## config.mk

```make
export PLATFORM = sky130hd
export DESIGN_NAME = nf10_upb_output_demux_flex
export DESIGN_NICKNAME = d
export VERILOG_FILES = /design/src/rtl/nf10_upb_defs.sv /design/src/rtl/nf10_upb_axis_slice.sv /design/src/rtl/nf10_upb_output_demux_flex.sv
export SDC_FILE = /design/constraint.sdc
export NUM_CORES = 2
export LEC_CHECK = 0
export ABC_AREA = 1
export CAP_MARGIN = 20
export CORE_AREA = 5 5 769 771
export DETAILED_ROUTE_END_ITERATION = 16
export DIE_AREA = 0 0 774 776
export MAX_ROUTING_LAYER = met4
export SYNTH_ARGS = -nofsm -noshare
export SYNTH_HDL_FRONTEND = slang
export SYNTH_SLANG_ARGS = --single-unit
```

## constraint.sdc

```tcl
create_clock -name clk -period 2.9 [get_ports clk]
set_clock_uncertainty 0.2 [all_clocks]
set_input_delay 0.29 -clock clk [delete_from_list [all_inputs] [get_ports clk]]
set_output_delay 0.29 -clock clk [all_outputs]
set_load 0.03 [all_outputs]
```

## src/rtl/nf10_upb_defs.sv

```systemverilog
// -----------------------------------------------------------------------------
// nf10_upb_defs
// Definitions shared by the UPB egress demux and the UPB input arbiter:
//   - demux FSM state encodings (HEAD / BODY / DROP)
//   - default widths of the tuser sideband fields
// No ports; import with "import nf10_upb_defs::*;".
// -----------------------------------------------------------------------------
package nf10_upb_defs;

   // Default tuser sideband widths, kept identical on both sides of the switch
   localparam int C_DEF_PACKET_LENGTH_WIDTH = 14;
   localparam int C_DEF_IN_PORT_WIDTH       = 3;
   localparam int C_DEF_OUT_PORT_WIDTH      = 8;

   // HEAD: the next accepted beat starts a packet
   // BODY: forwarding the rest of a packet to the latched destination set
   // DROP: swallowing the rest of a packet that has no destination
   typedef enum logic [1:0] {
      HEAD = 2'd0,
      BODY = 2'd1,
      DROP = 2'd2
   } demuxState_e;

endpackage

```

## src/rtl/nf10_upb_axis_slice.sv

```systemverilog
// -----------------------------------------------------------------------------
// nf10_upb_axis_slice
// One-beat AXI4-Stream register slice. The owner decides when to load (it
// checks free_o for every destination first); the slice holds the beat until
// the downstream ready handshakes it.
// Ports:
//   clk, resetn   clock, asynchronous active-low clear (valid and payload)
//   load_i        capture payload_i this cycle
//   payload_i     beat to capture (opaque bundle of data and sideband)
//   ready_i       downstream tready
//   valid_o       downstream tvalid
//   payload_o     registered beat
//   free_o        slot can take a beat this cycle (empty or draining)
// -----------------------------------------------------------------------------
module nf10_upb_axis_slice #(
   parameter int C_WIDTH = 8
) (
   input  logic               clk,
   input  logic               resetn,
   input  logic               load_i,
   input  logic [C_WIDTH-1:0] payload_i,
   input  logic               ready_i,
   output logic               valid_o,
   output logic [C_WIDTH-1:0] payload_o,
   output logic               free_o
);

   logic               valid_q;
   logic               valid_d;
   logic [C_WIDTH-1:0] payload_q;

   assign free_o    = ~valid_q | ready_i;
   assign valid_o   = valid_q;
   assign payload_o = payload_q;

   // A load wins over a handshake, so a beat arriving while the old one
   // drains keeps the slot valid with no bubble.
   always_comb begin
      valid_d = valid_q;
      if (load_i) begin
         valid_d = 1'b1;
      end else if (valid_q && ready_i) begin
         valid_d = 1'b0;
      end
   end

   // Payload only moves on a load, so it is stable while valid & !ready.
   always_ff @(posedge clk or negedge resetn) begin
      if (!resetn) begin
         valid_q   <= 1'b0;
         payload_q <= '0;
      end else begin
         valid_q <= valid_d;
         if (load_i) begin
            payload_q <= payload_i;
         end
      end
   end

endmodule

```

## src/rtl/nf10_upb_output_demux_flex.sv

```systemverilog
// -----------------------------------------------------------------------------
// nf10_upb_output_demux_flex
// Egress demux: fans one AXI4-Stream packet stream out to C_NUM_OUTPUTS
// streams. The head beat's tuser_out_port bitmask selects the destinations;
// multicast copies advance in lockstep. Packets with no destination among the
// implemented outputs are swallowed and counted in drop_count.
// Ports:
//   clk, resetn            clock, asynchronous active-low reset
//   s_axis_*               slave stream plus five tuser sideband fields
//   m_axis_*               flattened master streams, output i in slice i
//   m_axis_tready          per-output ready
//   drop_count             discarded packets, wraps
// -----------------------------------------------------------------------------
module nf10_upb_output_demux_flex
   import nf10_upb_defs::*;
#(
   parameter int C_DATA_WIDTH          = 256,
   parameter int C_TKEEP_WIDTH         = C_DATA_WIDTH / 8,
   parameter int C_PACKET_LENGTH_WIDTH = C_DEF_PACKET_LENGTH_WIDTH,
   parameter int C_IN_PORT_WIDTH       = C_DEF_IN_PORT_WIDTH,
   parameter int C_OUT_PORT_WIDTH      = C_DEF_OUT_PORT_WIDTH,
   parameter int C_NUM_OUTPUTS         = 5,
   parameter int C_DROP_CNT_WIDTH      = 16
) (
   input  logic                                          clk,
   input  logic                                          resetn,

   input  logic [C_DATA_WIDTH-1:0]                       s_axis_tdata,
   input  logic [C_TKEEP_WIDTH-1:0]                      s_axis_tkeep,
   input  logic                                          s_axis_tlast,
   input  logic                                          s_axis_tvalid,
   input  logic [C_PACKET_LENGTH_WIDTH-1:0]              s_axis_tuser_packet_length,
   input  logic [C_IN_PORT_WIDTH-1:0]                    s_axis_tuser_in_port,
   input  logic [C_OUT_PORT_WIDTH-1:0]                   s_axis_tuser_out_port,
   input  logic [C_IN_PORT_WIDTH-1:0]                    s_axis_tuser_in_vport,
   input  logic [C_OUT_PORT_WIDTH-1:0]                   s_axis_tuser_out_vport,
   output logic                                          s_axis_tready,

   output logic [C_NUM_OUTPUTS*C_DATA_WIDTH-1:0]          m_axis_tdata,
   output logic [C_NUM_OUTPUTS*C_TKEEP_WIDTH-1:0]         m_axis_tkeep,
   output logic [C_NUM_OUTPUTS-1:0]                       m_axis_tlast,
   output logic [C_NUM_OUTPUTS-1:0]                       m_axis_tvalid,
   output logic [C_NUM_OUTPUTS*C_PACKET_LENGTH_WIDTH-1:0] m_axis_tuser_packet_length,
   output logic [C_NUM_OUTPUTS*C_IN_PORT_WIDTH-1:0]       m_axis_tuser_in_port,
   output logic [C_NUM_OUTPUTS*C_OUT_PORT_WIDTH-1:0]      m_axis_tuser_out_port,
   output logic [C_NUM_OUTPUTS*C_IN_PORT_WIDTH-1:0]       m_axis_tuser_in_vport,
   output logic [C_NUM_OUTPUTS*C_OUT_PORT_WIDTH-1:0]      m_axis_tuser_out_vport,
   input  logic [C_NUM_OUTPUTS-1:0]                       m_axis_tready,

   output logic [C_DROP_CNT_WIDTH-1:0]                    drop_count
);

   localparam int PW = C_DATA_WIDTH + C_TKEEP_WIDTH + 1 + C_PACKET_LENGTH_WIDTH
                     + 2 * C_IN_PORT_WIDTH + 2 * C_OUT_PORT_WIDTH;

   demuxState_e                 state_q, state_d;
   logic [C_NUM_OUTPUTS-1:0]    mask_q, mask_d;
   logic [C_DROP_CNT_WIDTH-1:0] dropCnt_q;

   logic [C_NUM_OUTPUTS-1:0]    effMask;
   logic [C_NUM_OUTPUTS-1:0]    slotFree;
   logic [C_NUM_OUTPUTS-1:0]    slotLoad;
   logic                        accept;
   logic                        dropInc;
   logic [PW-1:0]               inPayload;
   logic [PW-1:0]               slotPayload [C_NUM_OUTPUTS];

   // Upper out_port bits name outputs that do not exist here and are ignored.
   assign effMask = (state_q == HEAD) ? s_axis_tuser_out_port[C_NUM_OUTPUTS-1:0] : mask_q;

   assign inPayload = {s_axis_tdata, s_axis_tkeep, s_axis_tlast,
                       s_axis_tuser_packet_length, s_axis_tuser_in_port,
                       s_axis_tuser_out_port, s_axis_tuser_in_vport,
                       s_axis_tuser_out_vport};

   assign drop_count = dropCnt_q;

   // State and mask registers.
   always_ff @(posedge clk or negedge resetn) begin
      if (!resetn) begin
         state_q <= HEAD;
         mask_q  <= '0;
      end else begin
         state_q <= state_d;
         mask_q  <= mask_d;
      end
   end

   // Next state. A head beat that is also the last beat leaves us in HEAD.
   always_comb begin
      state_d = state_q;
      mask_d  = mask_q;
      unique case (state_q)
         HEAD: begin
            if (accept && !s_axis_tlast) begin
               state_d = (effMask != '0) ? BODY : DROP;
               mask_d  = effMask;
            end
         end
         BODY, DROP: begin
            if (accept && s_axis_tlast) begin
               state_d = HEAD;
            end
         end
         default: state_d = HEAD;
      endcase
   end

   // Outputs of the FSM. Ready needs every destination slot free so the copies
   // stay in lockstep; with no destination the beat is simply swallowed.
   // Ready is gated by resetn so nothing is accepted while held in reset.
   always_comb begin
      s_axis_tready = resetn & ((state_q == DROP) || (effMask == '0) ||
                                (&(slotFree | ~effMask)));
      accept        = s_axis_tvalid & s_axis_tready;
      slotLoad      = accept ? effMask : '0;
      dropInc       = accept & s_axis_tlast &
                      ((state_q == DROP) || ((state_q == HEAD) && (effMask == '0)));
   end

   // Drop counter, wraps naturally.
   always_ff @(posedge clk or negedge resetn) begin
      if (!resetn) begin
         dropCnt_q <= '0;
      end else if (dropInc) begin
         dropCnt_q <= dropCnt_q + 1'b1;
      end
   end

   for (genvar i = 0; i < C_NUM_OUTPUTS; i++) begin : gSlot
      nf10_upb_axis_slice #(
         .C_WIDTH (PW)
      ) uSlice (
         .clk       (clk),
         .resetn    (resetn),
         .load_i    (slotLoad[i]),
         .payload_i (inPayload),
         .ready_i   (m_axis_tready[i]),
         .valid_o   (m_axis_tvalid[i]),
         .payload_o (slotPayload[i]),
         .free_o    (slotFree[i])
      );

      assign {m_axis_tdata[i*C_DATA_WIDTH +: C_DATA_WIDTH],
              m_axis_tkeep[i*C_TKEEP_WIDTH +: C_TKEEP_WIDTH],
              m_axis_tlast[i],
              m_axis_tuser_packet_length[i*C_PACKET_LENGTH_WIDTH +: C_PACKET_LENGTH_WIDTH],
              m_axis_tuser_in_port[i*C_IN_PORT_WIDTH +: C_IN_PORT_WIDTH],
              m_axis_tuser_out_port[i*C_OUT_PORT_WIDTH +: C_OUT_PORT_WIDTH],
              m_axis_tuser_in_vport[i*C_IN_PORT_WIDTH +: C_IN_PORT_WIDTH],
              m_axis_tuser_out_vport[i*C_OUT_PORT_WIDTH +: C_OUT_PORT_WIDTH]} = slotPayload[i];
   end

endmodule
```

==> flow_summary.json <==
{
  "ys_ff_latch": 1653,
  "htree_levels": 4,
  "final_common_cell": "clkdlybuf4s50_1",
  "crit_path_start": "state_q[0]",
  "critical_path_class": "reg2out",
  "numCtsBuffers": 194,
  "fmax_ghz": 0.333,
  "rows": 281,
  "timing.rr.start": "state_q[0]",
  "hold_violations": 0,
  "cp_max_fo": 5,
  "synth-adder-area-share_pct": 0.0616,
  "synth_nets": 6115,
  "area_delta_synth_final_pct": 64.4,
  "final-setup-viol-count": 23,
  "dp_hpwl_mm": 319,
  "cts_root_buf": "clkbuf_16",
  "crit_chain": "inv_2 -> ha_4 -> buf_4 -> nand2_2 -> nand2_4 -> nand2_2 -> nand3_2 -> o21bai_4 -> and2_4 -> buf_6 -> buf_12",
  "vias_per_cell": 3.23,
  "synth-simple-area-share_pct": 11.0,
  "io_pins": 1980,
  "critPathLaunchType": "register",
  "gp_congestion": 0.947,
  "grt_pass1_wl_mm": 505,
  "cts_tree": "built",
  "crit_family": "buffers and inverters",
  "final_cell_mix": "1924 x clkdlybuf4s50_1, 1683 x nand2_1, 1653 x dfrtp_1, 1223 x o21ai_1, 341 x inv_1",
  "crit_arrival_ns": 2.51,
  "synth_top_family_by_area": "compound AO/OA/AOI/OAI gates",
  "first_global_vias": 51800,
  "min_period_ns": 3.00,
  "tns_ns": -1.35,
  "end_kind": "output port",
  "path_clk_slew_ns": 0.06,
  "critPathRequiredTime_ns": 2.41,
  "crit_slowest_cell": "dfrtp_1",
  "regToRegSetupSlack_ns": -0.08,
  "clock_path_buffers": 4,
  "drtPass1Iterations": 6,
  "ant_nets": 0,
  "violations": "setup timing",
  "worst_slack_ns": -0.102,
  "finalWirelength_mm": 391,
  "finalMaxSlewViolations": 0,
  "slowest_delay_ns": 0.36,
  "ys_seq_area_share_pct": 67.9,
  "synth_mux_area_share_pct": 0,
  "dieArea_um2": 601000,
  "grt_max_degree": 150,
  "switchingPower_mw": 59.5,
  "clkPwrFrac_pct": 19.4,
  "final_nets": 8402,
  "antenna_found_initial": 108,
  "ys_warn_count": 0,
  "syn_area_um2": 61000,
  "worst-path-buf-inv": 4,
  "intPower_mw": 73.3,
  "fin_crit_sh_pct": 104,
  "power_density_nw_per_um2": 1330,
  "io_buffers": 1979,
  "ir_drop_mv": 0.737,
  "synthCells": 5779,
  "finalCoreUtilization_pct": 17.2,
  "synth_xor_xnor_area_share_pct": 0.201,
  "die_h_um": 776,
  "r2r_cells": 16,
  "dpl_worst_slack_ns": -0.730,
  "power_switching_share_pct": 44.8,
  "clock_latency_ns": 0.87,
  "worst-slew-pin-transition_ns": 0.988,
  "synth.distinct_cells": 26,
  "layout-drive-gt1-share_pct": 12.1,
  "cts.sinks": 1653,
  "synth_area_per_cell_um2": 10.5,
  "die_w_um": 774,
  "grt_use_total_pct": 12.8,
  "setup.worst_path.end": "s_axis_tready",
  "hold_class": "in2reg",
  "synth_compound_area_share_pct": 14.9,
  "leakage_nw": 43.2,
  "seqPwrFrac_pct": 30.3,
  "path_depth": 11,
  "crit_top_cell": "nand2_2",
  "status": "complete, but fails checks",
  "rsz0062_at_grt": "yes",
  "wl_per_cell_um": 24.3,
  "start_util_pct": 10.4,
  "core_um2": 584000,
  "power_frac_comb_pct": 50.3,
  "rr_endpoint": "gSlot[2].uSlice.payload_o[206]",
  "slew_headroom_pct": 34.2,
  "drt_drc_violations_left": 0,
  "maxCapViolations": 0,
  "hold_ws_ns": 0.0860,
  "initialDrtViolationCount": 3748,
  "grt_overflow": 0,
  "num_vias": 51900
}
==> power by group through the flow <==
stage / Clock (mW) / Sequential, mW / Combinational [mW]
global route: 27.5 / 41.3 / 70.6
floorplan: 0 / 60.2 / 12.5
CTS: 26.7 / 40.1 / 67.8
finish: 25.8 / 40.2 / 66.9
global placement: 0 / 40.0 / 67.0
detailed placement: 0 / 40.2 / 67.3
==> cells by family (layout without fill, tap and decap cells) <==
logic type	after synthesis	after routing
compound gates	1644	1644
xor+xnor	14	14
fa+ha+maj	3	3
buf+inv	716	3159
flops	1653	1653
other cells	0	58
simple gates	1749	1749
==> Yosys cell counts <==
cell type  count  area share, %
and2_4         1          0.014
buf_1          6          0.037
buf_2        127            1.0
buf_4         17           0.21
buf_6         94            1.7
buf_8          1          0.025
clkbuf_1     125           0.77
dfrtp_1     1653             68
ha_1           3          0.062
inv_1        345            2.1
inv_4          1          0.010
nand2_1     1693             10
nand2_2        9          0.092
nand3_1       12          0.099
nand3_2        1          0.016
nand3_4        5           0.14
nand4_1        4          0.041
nor2_1        16          0.099
nor3_1         5          0.041
nor4_1         3          0.031
o21ai_0      193            1.6
o21ai_1     1223             10
o21ai_2      227            3.3
o21bai_4       1          0.031
xnor2_1        3          0.043
xor2_1        11           0.16
==> cell type report <==
| class | count | area [µm²] |
|---|---|---|
| antenna | 58 | 145 |
| clock buffer | 286 | 5670 |
| clock inverter | 66 | 1020 |
| fill | 64800 | 483000 |
| inverter | 346 | 1310 |
| multi-input combinational | 3410 | 16100 |
| sequential | 1653 | 41400 |
| tap | 7782 | 9740 |
| timing repair buffer | 2461 | 24900 |
==> routing by layer <==
metal / global-route usage (%) / vias up / routed length (µm) / part of all wire, %
met5: - / - / 0 / 0
met4: 4.95 / 0 / 17800 / 4.6
met3: 4.89 / 544 / 39200 / 10
met2: 18.7 / 2359 / 166000 / 42
met1: 15.9 / 25500 / 168000 / 43
li1: - / 23500 / - / -
==> worst min-delay path: cells and delay by family <==
kind | cells | cell delay (ns)
compound gates | 1 | 0.18
buf+inv | 2 | 0.63
==> worst min-delay path by stage <==
stage,from,endpoint,depth (start not counted)
3_3_place_gp,resetn,gSlot[3].uSlice.payload_o[163],1
6_report,s_axis_tdata[119],gSlot[1].uSlice.payload_o[188],3
5_1_grt,s_axis_tdata[11],gSlot[2].uSlice.payload_o[80],3
2_1_floorplan,resetn,drop_count[0],0
4_1_cts,s_axis_tdata[142],gSlot[2].uSlice.payload_o[211],3
3_5_place_dp,resetn,gSlot[3].uSlice.payload_o[163],1
==> sequential cells by signal (all words and copies together) (netlist names) <==
signal                  count
drop_count                 16
gSlot.uSlice.valid_o        5
mask_q                      5
state_q                     2
gSlot.uSlice.payload_o   1625
==> through the flow <==
| step | power [mW] | std cells | instance area, µm² |
|---|---|---|---|
| floorplan | 72.6 | 5779 | 61000 |
| global placement | 107 | 15500 | 92000 |
| detailed placement | 108 | 15500 | 92000 |
| CTS | 135 | 16000 | 99900 |
| global route | 139 | 16000 | 100000 |
| finish | 133 | 16100 | 100000 |
==> what timing repair did <==
| action | in CTS | in global routing |
|---|---|---|
| gates cloned | 1 | 2 |
| endpoints found under the hold margin | 876 | 0 |
| hold buffers | 107 | 0 |
| setup buffers | 4 | 1 |
| pin swaps | 5 | 5 |
| gates resized for setup | 25 | 20 |
| setup endpoints to repair | 1293 | 1005 |
(Power assumes the default switching activity.)
